`src/rtl/pht_update_queue_pkg.sv`:
```
// Fetch-unit shared types: branch results, PHT entry/index types, the
// update-queue entry layout and the index/counter helper functions.
package FetchUnitTypes;

    localparam int INSN_ADDR_BIT_WIDTH             = 2;
    localparam int ADDR_WIDTH                      = 32;
    localparam int PHT_ENTRY_NUM_BIT_WIDTH         = 10;
    localparam int BRANCH_GLOBAL_HISTORY_BIT_WIDTH = 8;
    localparam int PHT_QUEUE_SIZE                  = 32;
    localparam int PHT_QUEUE_SIZE_BIT_WIDTH        = $clog2(PHT_QUEUE_SIZE);

    typedef logic [1:0]                                   PHT_EntryPath;
    typedef logic [PHT_ENTRY_NUM_BIT_WIDTH-1:0]           PHT_IndexPath;
    typedef logic [BRANCH_GLOBAL_HISTORY_BIT_WIDTH-1:0]   BranchGlobalHistoryPath;
    typedef logic [ADDR_WIDTH-1:0]                        AddrPath;
    typedef logic [PHT_QUEUE_SIZE_BIT_WIDTH-1:0]          PhtQueuePointerPath;

    localparam PHT_EntryPath PHT_ENTRY_MAX = 2'd3;

    typedef struct packed {
        logic                   valid;
        logic                   isCondBr;
        logic                   execTaken;
        AddrPath                brAddr;
        BranchGlobalHistoryPath globalHistory;
        PHT_EntryPath           phtPrevValue;
    } BranchResult;

    typedef struct packed {
        logic         phtWE;
        PHT_IndexPath phtWA;
        PHT_EntryPath phtWV;
    } PhtQueueEntry;

    // Gshare-style index: word address bits XOR zero-extended global history.
    function automatic PHT_IndexPath ToPHT_Index(input AddrPath addr,
                                                 input BranchGlobalHistoryPath gh);
        return addr[PHT_ENTRY_NUM_BIT_WIDTH+INSN_ADDR_BIT_WIDTH-1:INSN_ADDR_BIT_WIDTH]
               ^ PHT_IndexPath'(gh);
    endfunction

    // Saturating 2-bit counter step up.
    function automatic PHT_EntryPath IncrementPHT_Counter(input PHT_EntryPath v);
        return (v == PHT_ENTRY_MAX) ? v : v + 2'd1;
    endfunction

    // Saturating 2-bit counter step down.
    function automatic PHT_EntryPath DecrementPHT_Counter(input PHT_EntryPath v);
        return (v == 2'd0) ? v : v - 2'd1;
    endfunction

endpackage

```
`src/rtl/pht_update_queue_ram.sv`:
```
// Queue storage: one synchronous write port, one asynchronous read port so
// the head entry is visible in the same cycle the PHT write happens.
module pht_update_queue_ram
    import FetchUnitTypes::*;
#(
    parameter int ENTRY_NUM       = PHT_QUEUE_SIZE,
    parameter int INDEX_BIT_WIDTH = $clog2(PHT_QUEUE_SIZE)
)(
    input  logic                       clk,
    input  logic                       we,
    input  logic [INDEX_BIT_WIDTH-1:0] wa,
    input  PhtQueueEntry               wv,
    input  logic [INDEX_BIT_WIDTH-1:0] ra,
    output PhtQueueEntry               rv
);

    PhtQueueEntry array [ENTRY_NUM];

    // Write the tail entry; contents need no reset.
    always_ff @(posedge clk) begin
        if (we) begin
            array[wa] <= wv;
        end
    end

    // Head entry read out combinationally.
    always_comb begin
        rv = array[ra];
    end

endmodule

```
`src/rtl/pht_update_queue.sv`:
```
// Buffers PHT counter updates from executed conditional branches and
// drains them into the single-port PHT whenever the predictor is not
// reading it. Saturated (no-change) updates are filtered out; updates that
// find the queue full are dropped and flagged for one cycle.
module pht_update_queue
    import FetchUnitTypes::*;
#(
    parameter int QUEUE_SIZE    = PHT_QUEUE_SIZE,        // power of two >= 2
    parameter int PHT_IDX_WIDTH = PHT_ENTRY_NUM_BIT_WIDTH // <= PHT_ENTRY_NUM_BIT_WIDTH
)(
    input  logic                          clk,
    input  logic                          rst,
    input  BranchResult                   brResult,
    input  logic                          phtReadReq,
    output logic                          phtWE,
    output logic [PHT_IDX_WIDTH-1:0]      phtWA,
    output PHT_EntryPath                  phtWV,
    output logic                          full,
    output logic                          empty,
    output logic [$clog2(QUEUE_SIZE):0]   count,
    output logic                          dropped
);

    localparam int PTR_WIDTH = $clog2(QUEUE_SIZE);
    localparam int CNT_WIDTH = PTR_WIDTH + 1;
    localparam logic [CNT_WIDTH-1:0] FULL_COUNT = CNT_WIDTH'(QUEUE_SIZE);

    logic [PTR_WIDTH-1:0] headPtr;
    logic [PTR_WIDTH-1:0] tailPtr;
    logic [CNT_WIDTH-1:0] occupancy;

    PHT_EntryPath newValue;
    PHT_IndexPath fullIndex;
    PhtQueueEntry newEntry;
    PhtQueueEntry headEntry;
    logic         needsWrite;
    logic         doDeq;
    logic         doEnq;

    // Status flags come straight from the registered occupancy.
    always_comb begin
        count = occupancy;
        empty = (occupancy == '0);
        full  = (occupancy == FULL_COUNT);
    end

    // Build the candidate entry and decide enqueue / dequeue / drop.
    always_comb begin
        newValue  = brResult.execTaken ? IncrementPHT_Counter(brResult.phtPrevValue)
                                       : DecrementPHT_Counter(brResult.phtPrevValue);
        fullIndex = ToPHT_Index(brResult.brAddr, brResult.globalHistory);

        newEntry       = '0;
        newEntry.phtWE = 1'b1;
        newEntry.phtWA = PHT_IndexPath'(fullIndex[PHT_IDX_WIDTH-1:0]);
        newEntry.phtWV = newValue;

        // Saturated counters would rewrite the same value, so skip them.
        needsWrite = brResult.valid && brResult.isCondBr &&
                     (newValue != brResult.phtPrevValue);
        doDeq      = !rst && !empty && !phtReadReq;
        doEnq      = !rst && needsWrite && (!full || doDeq);
        dropped    = !rst && needsWrite && !doEnq;

        phtWE = doDeq;
        phtWA = headEntry.phtWA[PHT_IDX_WIDTH-1:0];
        phtWV = headEntry.phtWV;
    end

    // Pointer and occupancy bookkeeping; pointers wrap by natural overflow.
    always_ff @(posedge clk or posedge rst) begin
        if (rst) begin
            headPtr   <= '0;
            tailPtr   <= '0;
            occupancy <= '0;
        end else begin
            if (doDeq) begin
                headPtr <= headPtr + 1'b1;
            end
            if (doEnq) begin
                tailPtr <= tailPtr + 1'b1;
            end
            if (doEnq && !doDeq) begin
                occupancy <= occupancy + 1'b1;
            end else if (doDeq && !doEnq) begin
                occupancy <= occupancy - 1'b1;
            end
        end
    end

    pht_update_queue_ram #(
        .ENTRY_NUM       (QUEUE_SIZE),
        .INDEX_BIT_WIDTH (PTR_WIDTH)
    ) ram (
        .clk (clk),
        .we  (doEnq),
        .wa  (tailPtr),
        .wv  (newEntry),
        .ra  (headPtr),
        .rv  (headEntry)
    );

endmodule
```
`config.mk`:
```
export PLATFORM = sky130hd
export DESIGN_NAME = pht_update_queue
export DESIGN_NICKNAME = d
export VERILOG_FILES = /design/src/rtl/pht_update_queue_pkg.sv /design/src/rtl/pht_update_queue_ram.sv /design/src/rtl/pht_update_queue.sv
export SDC_FILE = /design/constraint.sdc
export NUM_CORES = 1
export LEC_CHECK = 0
export BUFFER_PORTS_ARGS = -buffer_cell sky130_fd_sc_hd__buf_4
export CELL_PAD_IN_SITES_DETAIL_PLACEMENT = 0
export CELL_PAD_IN_SITES_GLOBAL_PLACEMENT = 1
export CORE_MARGIN = 2
export CORE_UTILIZATION = 55
export CTS_BUF_LIST = sky130_fd_sc_hd__clkbuf_2
export DETAILED_ROUTE_END_ITERATION = 16
export MAX_ROUTING_LAYER = met4
export PLACE_DENSITY = 0.8
export SLEW_MARGIN = 5
export SYNTH_ARGS = -nofsm -noshare
export SYNTH_HDL_FRONTEND = slang
export SYNTH_SLANG_ARGS = --single-unit
```
`constraint.sdc`:
```
create_clock -name clk -period 6.44 [get_ports clk]
set_input_delay 0.644 -clock clk [delete_from_list [all_inputs] [get_ports clk]]
set_output_delay 0.644 -clock clk [all_outputs]
set_load 0.05 [all_outputs]
```
==> results.sh <==
export IMPL_ys_types=50
export IMPL_vias_per_cell=5.980
export IMPL_nets=977
export IMPL_clockRootBuffer="clkbuf_2"
export IMPL_drc=0
export IMPL_layout_commonest_cell="edfxtp_1"
export IMPL_gp_congestion=0.8032
export IMPL_leakage_nw=5.913
export IMPL_stdcell_count=1373
export IMPL_n_fill_cell=2075
export IMPL_syn_to_final_growth_pct=10.85
export IMPL_powerDensity_nw_per_um2=401.2
export IMPL_hold_path_class="input port to flop"
export IMPL_status="finished, final reports clean"
export IMPL_grt_pass1_vias=8515
export IMPL_rsz0062_at_grt="false"
export IMPL_synth_seq_cells=400
export IMPL_clock_path_buffers=3
export IMPL_ios=70
export IMPL_crit_chain="buf_4 -> mux4_2 -> a22o_1 -> a211oi_1 -> a311oi_1 -> buf_4"
export IMPL_drt_iter0_markers=806
export IMPL_m1WireLength_microns=13960
export IMPL_crit_family="flip-flops"
export IMPL_wl_microns=33480
export IMPL_period_needed_ns=4.815
export IMPL_crit_type="flop to output port"
export IMPL_worst_pin_slew_ns=1.309
export IMPL_cts_tree="yes"
export IMPL_endpoint_kind="output port"
export IMPL_finalHoldViolCount=0
export IMPL_postCtsSetupRepairBufs=0
export IMPL_crit_top_cell="buf_4"
export IMPL_grt_max_degree=57
export IMPL_detail_route_antenna_nets=0
export IMPL_final_cell_mix="384 x edfxtp_1, 127 x clkbuf_2, 76 x buf_4"
export IMPL_clock_latency_ns=0.90
export IMPL_top_layer="met4"
export IMPL_dieArea_sq_um=30210
export IMPL_synth_edf_count=384
export IMPL_period_share_pct=74.77
export IMPL_cts_htree_levels=3
export IMPL_yosysSeqAreaShare_pct=75.24
export IMPL_timing_fmax_mhz=207.7
export IMPL_portBuffers=47
export IMPL_die_h_microns=173.8
export IMPL_start_kind="flop"
export IMPL_clock_sinks=400
export IMPL_dr_wl_met2_microns=16390
export IMPL_dr_pass1_iters=5
export IMPL_grt_pass1_wl_microns=50230
export IMPL_post_drt_wl_per_cell_microns=24.38
export IMPL_cp_slowest_cell="dfrtp_4"
export IMPL_cpPeakStageDelay_ns=1.09
export IMPL_num_vias=8211
export IMPL_overflow=0
export IMPL_synth_yosys_warnings=0
export IMPL_dp_hpwl_microns=19150
export IMPL_numCtsBuffers=95
export IMPL_setup_viol=0
export IMPL_die_w_microns=173.8
export IMPL_slew_headroom_pct=12.44
export IMPL_drv_slew=0
export IMPL_maxCapViolations=0
export IMPL_avgSynthCellArea_sq_um=20.25
export IMPL_wl_met3_microns=2420
export IMPL_ys_flop_type="edfxtp_1"
export IMPL_path_buf_inv=2
export IMPL_total_power_w=0.007052
export IMPL_synth_nets=842
export IMPL_antenna_found_initial=1
export IMPL_syn_inst=783
export IMPL_fin_skew_ns=0.08310
export IMPL_clkTransAtPathRegs_ns=0.10
export IMPL_cp_data_required_time_ns=5.80
export IMPL_syn_area_sq_um=15860
export IMPL_start_util_pct=55.55
export IMPL_track_usage_pct=23.25
export IMPL_worst_ep_arrival_time_ns=4.17
export IMPL_rows=62
export IMPL_async_flop_share_pct=4.000
export IMPL_place_inst=1204
export IMPL_critPathMaxFanout=53
export IMPL_core_area_sq_um=28550
export IMPL_peakVddDrop_v=0.0003032
export IMPL_tns_ns=0
export IMPL_drive_above_1_share_pct=31.38
[worst paths after layout]
path / slack (ns) / to / depth (start not counted) / startpoint
setup / recovery: 1.62 / phtWA[8] / 6 / headPtr[0]
hold / removal: 0.15 / ram.array[28][11] / 1 / brResult[21]
setup reg to reg: 2.86 / count[5] / 11 / count[0]
hold reg to reg: 0.53 / headPtr[4] / 1 / headPtr[4]
max in group asynchronous: 5.40 / headPtr[0] / 3 / rst
min in group asynchronous: 0.44 / count[3] / 3 / rst
[flip-flops by register name (all words and copies together), names as in the netlist]
signal and cells:
ram.array 384, count 6, tailPtr 5, headPtr 5
[stage by stage]
step | util, % | hold WS [ns] | area (sq um) | setup WS, ns
after floorplan | - | 0.5101 | 15860 | 2.447
after global placement | 58.63 | 0.4791 | 16740 | 2.475
after detailed placement | 58.63 | 0.5113 | 16740 | 2.440
after CTS | 61.53 | 0.1055 | 17570 | 1.490
after global routing | 61.58 | 0.07650 | 17580 | 1.307
final | 61.58 | 0.1480 | 17580 | 1.625
[cell type report]
type                       count  area, sq um  share of cell area (%)
antenna                        1        2.502                 0.01424
clock buffer                 127        635.6                   3.616
clock inverter                40        183.9                   1.046
inverter                       9        33.78                  0.1922
multi-input combinational    335         3725                   21.19
sequential                   400        11940                   67.90
tap                          384        480.5                   2.733
timing repair buffer          77        580.6                   3.303
[cell families after synthesis]
kind of cell	synth area share [%]
flops	75.24
mux	13.63
fa+ha+maj	0.9153
buf+inv	1.767
simple gates	2.612
xor+xnor	1.105
compound gates	4.734
[power by group]
part	total [W]	switching [W]	internal, W	leakage [nW]
Combinational	0.00240	0.00144	0.000956	1.66
Sequential	0.00311	0.000164	0.00295	3.65
Clock	0.00154	0.000963	0.000577	0.608
Total	0.00705	0.00257	0.00448	5.91
[Yosys cell counts, drive strengths merged, types with 9 or more instances]
library cell / instances / area, sq um
a22oi: 12 / 90.09
xor2: 10 / 87.58
a2111oi: 11 / 152.7
clkbuf: 15 / 56.30
mux4: 72 / 1637
o221ai: 12 / 105.1
nor2: 37 / 138.9
dfrtp: 16 / 400.4
a22o: 12 / 105.1
edfxtp: 384 / 11530
ha: 10 / 125.1
nand2: 9 / 33.78
o22ai: 11 / 68.82
xnor2: 10 / 87.58
a21oi: 24 / 123.9
inv: 9 / 33.78
mux2i: 49 / 490.5
buf: 24 / 190.2
[metal layers]
layer / up-vias / GRT usage, %
met1: 4229 / 31.02
li1: 3572 / -
met5: - / -
met4: 0 / 7.843
met3: 57 / 5.263
met2: 353 / 35.97
[timing repair]
item	CTS	global route
resized for setup	0	0
hold buffers	1	0
endpoints found under the hold margin	16	0
No activity file was read; power rests on OpenSTA's default activity.
